--- src/rtl/bin2bcd_seq_pkg.sv ---
// Shared constants, state encoding and digit-blanking helper for the
// sequential binary-to-BCD converter.
package bin2bcd_seq_pkg;

    localparam int unsigned BIN_W   = 10;
    localparam int unsigned DIGITS  = 3;
    localparam int unsigned BCD_MAX = 999;
    localparam int unsigned BCD_W   = 4 * DIGITS;
    localparam int unsigned CNT_W   = 4;

    localparam logic [3:0]       DIGIT_BLANK = 4'hA;
    localparam logic [BIN_W-1:0] BIN_MAX     = BIN_W'(BCD_MAX);
    localparam logic [CNT_W-1:0] SHIFT_LAST  = CNT_W'(BIN_W - 1);
    localparam logic [BCD_W-1:0] BCD_BLANK   = {DIGITS{DIGIT_BLANK}};

    localparam logic [1:0] ST_IDLE  = 2'd0;
    localparam logic [1:0] ST_SHIFT = 2'd1;
    localparam logic [1:0] ST_DONE  = 2'd2;

    // Units digit is never blanked; tens only when hundreds is also zero.
    function automatic logic [BCD_W-1:0] blank_digits(input logic [BCD_W-1:0] d,
                                                      input logic en);
        logic [BCD_W-1:0] r;
        r = d;
        if (en) begin
            if (d[11:8] == 4'd0) r[11:8] = DIGIT_BLANK;
            if (d[11:4] == 8'd0) r[7:4]  = DIGIT_BLANK;
        end
        return r;
    endfunction

endpackage

--- src/rtl/bin2bcd_seq_bcd_add3.sv ---
// Double-dabble digit adjust: add 3 to a BCD digit that is 5 or more.
module bcd_add3 (
    input  logic [3:0] i_digit,
    output logic [3:0] o_digit
);

    assign o_digit = (i_digit >= 4'd5) ? i_digit + 4'd3 : i_digit;

endmodule

--- src/rtl/bin2bcd_seq.sv ---
// Sequential 10-bit binary to 3-digit BCD converter (double dabble),
// fixed 11-cycle latency, with saturation and leading-zero blanking.
module bin2bcd_seq
    import bin2bcd_seq_pkg::*;
(
    input  logic                 clk,
    input  logic                 rst_n,
    input  logic                 start,
    input  logic [BIN_W-1:0]     bin,
    input  logic                 blank_lz,
    output logic                 busy,
    output logic                 done,
    output logic [BCD_W-1:0]     bcd,
    output logic                 ovf,
    output logic                 disp_en
);

    logic [1:0]             r_state;
    logic [BIN_W-1:0]       r_opnd;
    logic [BCD_W-1:0]       r_scr;
    logic [CNT_W-1:0]       r_cnt;
    logic                   r_blank;
    logic                   r_ovf_cap;
    logic                   r_busy;
    logic                   r_done;
    logic [BCD_W-1:0]       r_bcd;
    logic                   r_ovf;
    logic                   r_disp_en;

    logic [BCD_W-1:0]       w_adj;
    logic [BCD_W+BIN_W-1:0] w_shift;
    logic                   w_ovf;

    for (genvar g = 0; g < DIGITS; g++) begin : g_digit
        bcd_add3 u_add3 (
            .i_digit (r_scr[4*g +: 4]),
            .o_digit (w_adj[4*g +: 4])
        );
    end

    // {scratch, operand} shifted left once, using the adjusted digits.
    assign w_shift = {w_adj[BCD_W-2:0], r_opnd, 1'b0};
    assign w_ovf   = (bin > BIN_MAX);

    always_ff @(posedge clk or negedge rst_n) begin
        if (!rst_n) begin
            r_state   <= ST_IDLE;
            r_opnd    <= '0;
            r_scr     <= '0;
            r_cnt     <= '0;
            r_blank   <= 1'b0;
            r_ovf_cap <= 1'b0;
            r_busy    <= 1'b0;
            r_done    <= 1'b0;
            r_bcd     <= BCD_BLANK;
            r_ovf     <= 1'b0;
            r_disp_en <= 1'b0;
        end else begin
            r_done <= 1'b0;
            case (r_state)
                ST_IDLE: begin
                    if (start) begin
                        r_opnd    <= w_ovf ? BIN_MAX : bin;
                        r_ovf_cap <= w_ovf;
                        r_blank   <= blank_lz;
                        r_scr     <= '0;
                        r_cnt     <= '0;
                        r_busy    <= 1'b1;
                        r_state   <= ST_SHIFT;
                    end
                end
                ST_SHIFT: begin
                    r_scr  <= w_shift[BCD_W+BIN_W-1:BIN_W];
                    r_opnd <= w_shift[BIN_W-1:0];
                    r_cnt  <= r_cnt + 1'b1;
                    if (r_cnt == SHIFT_LAST) r_state <= ST_DONE;
                end
                ST_DONE: begin
                    r_bcd     <= blank_digits(r_scr, r_blank);
                    r_ovf     <= r_ovf_cap;
                    r_done    <= 1'b1;
                    r_busy    <= 1'b0;
                    r_disp_en <= 1'b1;
                    r_state   <= ST_IDLE;
                end
                default: r_state <= ST_IDLE;
            endcase
        end
    end

    assign busy    = r_busy;
    assign done    = r_done;
    assign bcd     = r_bcd;
    assign ovf     = r_ovf;
    assign disp_en = r_disp_en;

endmodule

--- config.mk ---
export PLATFORM = sky130hd
export DESIGN_NAME = bin2bcd_seq
export DESIGN_NICKNAME = d
export VERILOG_FILES = /design/src/rtl/bin2bcd_seq_pkg.sv /design/src/rtl/bin2bcd_seq_bcd_add3.sv /design/src/rtl/bin2bcd_seq.sv
export SDC_FILE = /design/constraint.sdc
export NUM_CORES = 1
export LEC_CHECK = 0
export ABC_AREA = 1
export CAP_MARGIN = 20
export CORE_MARGIN = 1
export CORE_UTILIZATION = 54
export CTS_CLUSTER_DIAMETER = 50
export DETAILED_ROUTE_END_ITERATION = 6
export PLACE_DENSITY = 0.84
export SYNTH_ARGS = -nofsm -noshare
export SYNTH_HDL_FRONTEND = slang
export SYNTH_SLANG_ARGS = --single-unit
export TNS_END_PERCENT = 50
--- constraint.sdc ---
create_clock -name clk -period 1.5 [get_ports clk]
set_clock_uncertainty 0.1 [all_clocks]
set_input_delay 0.375 -clock clk [delete_from_list [all_inputs] [get_ports clk]]
set_output_delay 0.375 -clock clk [all_outputs]
set_load 0.01 [all_outputs]
==> results.py <==
metrics = {
    "cells_and_area": {
        "layout_common_cells": "84 x nand2_1, 40 x dfrtp_1, 26 x nand3_1, 21 x inv_1, 18 x buf_4",
        "fin_nets": 335,
        "seq_area_um2": 1159,
        "layout_commonest_cell": "nand2_1",
        "area_growth_pct": 24.33,
        "finalInstanceArea_um2": 2769,
        "fill_cells": 311,
        "multi_input_area_um2": 915.9,
        "drive_gt1_share_pct": 21.41,
        "n_antenna_cell": 0,
    },
    "power_and_ir_drop": {
        "peakVddDrop_v": 0.001229,
        "p_int_mw": 3.241,
        "p_seq_share_pct": 39.3,
        "switching_share_pct": 40.70,
        "switchingPower_mw": 2.224,
        "combPwrFrac_pct": 46.7,
        "p_leak_nw": 1.425,
        "clkPwrFrac_pct": 14.0,
        "pwr_density_cell_nw_per_um2": 1974,
    },
    "synth": {
        "syn_area_um2": 2227,
        "synth_warnings": 0,
        "syn_nets": 284,
        "syn_inst": 261,
        "postSynthAreaPerCell_um2": 8.533,
        "ys_ff_latch": 46,
        "ys_types": 26,
        "ys_seq_area_share_pct": 52.02,
    },
    "critical_path": {
        "cp-start-kind": "flip-flop",
        "cp_cell_sequence": "dlygate4sd2_1",
        "endpoint_kind": "primary output",
        "crit_fanout": 2,
        "worstSetupPathType": "flip-flop to primary output",
        "critical_path.slowest_cell": "dfrtp_1",
        "r2r_cells": 7,
        "required_ns": 1.02,
        "path_buf_inv": 1,
        "crit_cells": 1,
        "worst_ep_arrival_time_ns": 0.98,
        "cp_slowest_stage_delay_ns": 0.39,
        "cp_top_family": "flip-flops",
    },
    "drt": {
        "vias_per_cell": 5.296,
        "drtIter0Drc": 144,
        "drc": 0,
        "detail-route-antenna-nets": 0,
        "drt_pass1_iterations": 5,
        "wl_per_cell_um": 12.63,
        "vias": 1912,
        "routed_wl_mm": 4.558,
    },
    "hold_path": {
        "hp-class": "input port to async pin",
    },
    "clock_tree": {
        "path_clk_slew_ns": 0.09,
        "cts_sinks": 46,
        "clock_latency_ns": 0.30,
        "cts_made_buffers": 5,
        "cts_tree": "done",
        "cts_root_buf": "clkbuf_8",
        "htree_levels": 2,
        "cts_buffer_depth": 2,
    },
    "sta": {
        "rsz0062_at_grt": "true",
        "fin_crit_ns": 1.458,
        "max_freq_mhz": 685.9,
        "setup_viol": 0,
        "hold_viol": 0,
        "period_share_pct": 97.19,
        "worstMarginPinSlew_ns": 0.2722,
        "whs_ns": 0.3660,
        "slew_headroom_pct": 81.66,
        "slew_viol_final": 0,
    },
    "place": {
        "globalplace.congestion": 0.7858,
        "port_buffers": 29,
        "dp_hpwl_mm": 3.156,
        "placed_cell_area_um2": 2654,
    },
    "global_route": {
        "antenna_found_initial": 0,
        "grt_util_all_layers_pct": 23.73,
        "grt_overflow": 0,
        "grt_pass1_wl_mm": 7.790,
        "grt_pass1_vias": 1770,
        "grt_max_degree": 37,
    },
    "floorplanning": {
        "fp.dieW_um": 66.22,
        "row_count": 22,
        "coreArea_um2": 3799,
        "start_util_pct": 58.63,
        "die_y_um": 66.22,
        "dieArea_um2": 4385,
        "io_pins": 30,
    },
    "outcome": {
        "outcome": "finished clean",
    },
    "job": {
        "drv_cap": 0,
    },
}
-- metrics by stage --
stage               std cells  utilization, %  worst slack, ns  setup TNS (ns)  total power, mW
floorplan                 261               -           0.2019               0            3.768
global placement          347           69.86         -0.09043         -0.5351            4.504
detailed placement        347           69.86          -0.1331          -1.187            4.634
CTS                       356           71.48          0.03320               0            5.310
global route              361           72.89         -0.07608         -0.1181            5.924
finish                    361           72.89          0.04215               0            5.465
-- final timing paths --
path	from	endpoint	slack, ns
setup / recovery	bcd[6]$_DFFE_PN0P_	bcd[6]	0.04
hold / removal	rst_n	bcd[2]$_DFFE_PN0P_	0.37
setup reg to reg	r_scr[5]$_DFFE_PN0P_	r_scr[6]$_DFFE_PN0P_	0.05
hold reg to reg	disp_en$_DFFE_PN0P_	disp_en$_DFFE_PN0P_	0.37
max in group asynchronous	rst_n	bcd[11]$_DFFE_PN1P_	0.39
min in group clk	disp_en$_DFFE_PN0P_	disp_en$_DFFE_PN0P_	0.37
-- cell type report --
| cell class | instances | area share [%] |
|---|---|---|
| inverter | 31 | 4.202 |
| timing repair buffer | 50 | 15.45 |
| clock buffer | 8 | 3.253 |
| sequential | 46 | 41.84 |
| multi-input combinational | 178 | 33.08 |
| tap | 48 | 2.169 |
-- cell families after synthesis --
kind of cell / after synthesis / share of synthesized area [%]
xor+xnor: 2 / 0.7867
simple gates: 133 / 25.00
buf+inv: 37 / 7.753
flops: 46 / 52.02
fa+ha+maj: 9 / 5.056
compound gates: 34 / 9.381
-- repair_timing --
item | CTS | global route
gates resized for setup | 35 | 7
setup buffers | 0 | 5
hold buffers | 1 | 0
pin swaps | 0 | 4
gates cloned | 0 | 0
endpoints found under the hold margin | 8 | 0
endpoints found under the setup margin | 18 | 8
-- flip-flops by register name, indices dropped and copies added, names as in the netlist --
signal,cells
bcd,12
busy,1
disp_en,1
done,1
ovf,1
r_blank,1
r_cnt,4
r_opnd,10
r_ovf_cap,1
r_scr,12
r_state,2
-- Yosys cell counts (all sizes together) --
cell type | instances | area [µm²]
or2 | 1 | 6.260
a21oi | 4 | 23.77
buf | 6 | 56.30
o21ai | 21 | 120.1
a22oi | 2 | 15.01
dfstp | 6 | 157.7
o22ai | 5 | 37.53
xor2 | 1 | 8.760
xnor2 | 1 | 8.760
nand4 | 2 | 12.51
nand3 | 28 | 145.1
inv | 31 | 116.4
a31oi | 2 | 12.51
nor2 | 15 | 58.81
ha | 9 | 112.6
dfrtp | 40 | 1001
nand2 | 87 | 334.1
-- power by group through the flow --
stage / logic, mW / clock network, mW / registers (mW)
finish: 2.55 / 0.764 / 2.15
CTS: 2.39 / 0.779 / 2.14
detailed placement: 2.47 / 0 / 2.16
floorplan: 1.61 / 0 / 2.16
global route: 2.90 / 0.817 / 2.21
global placement: 2.37 / 0 / 2.13
-- metal layers --
layer	part of all wire, %	wire (µm)	up-vias	track usage (%)
li1	-	-	938	-
met1	44	2027	896	30.26
met2	49	2218	68	39.54
met3	4.7	214	10	5.172
met4	2.1	97	0	8.511
met5	0	0	-	0
Note: power is estimated with default switching activity, not from simulation.
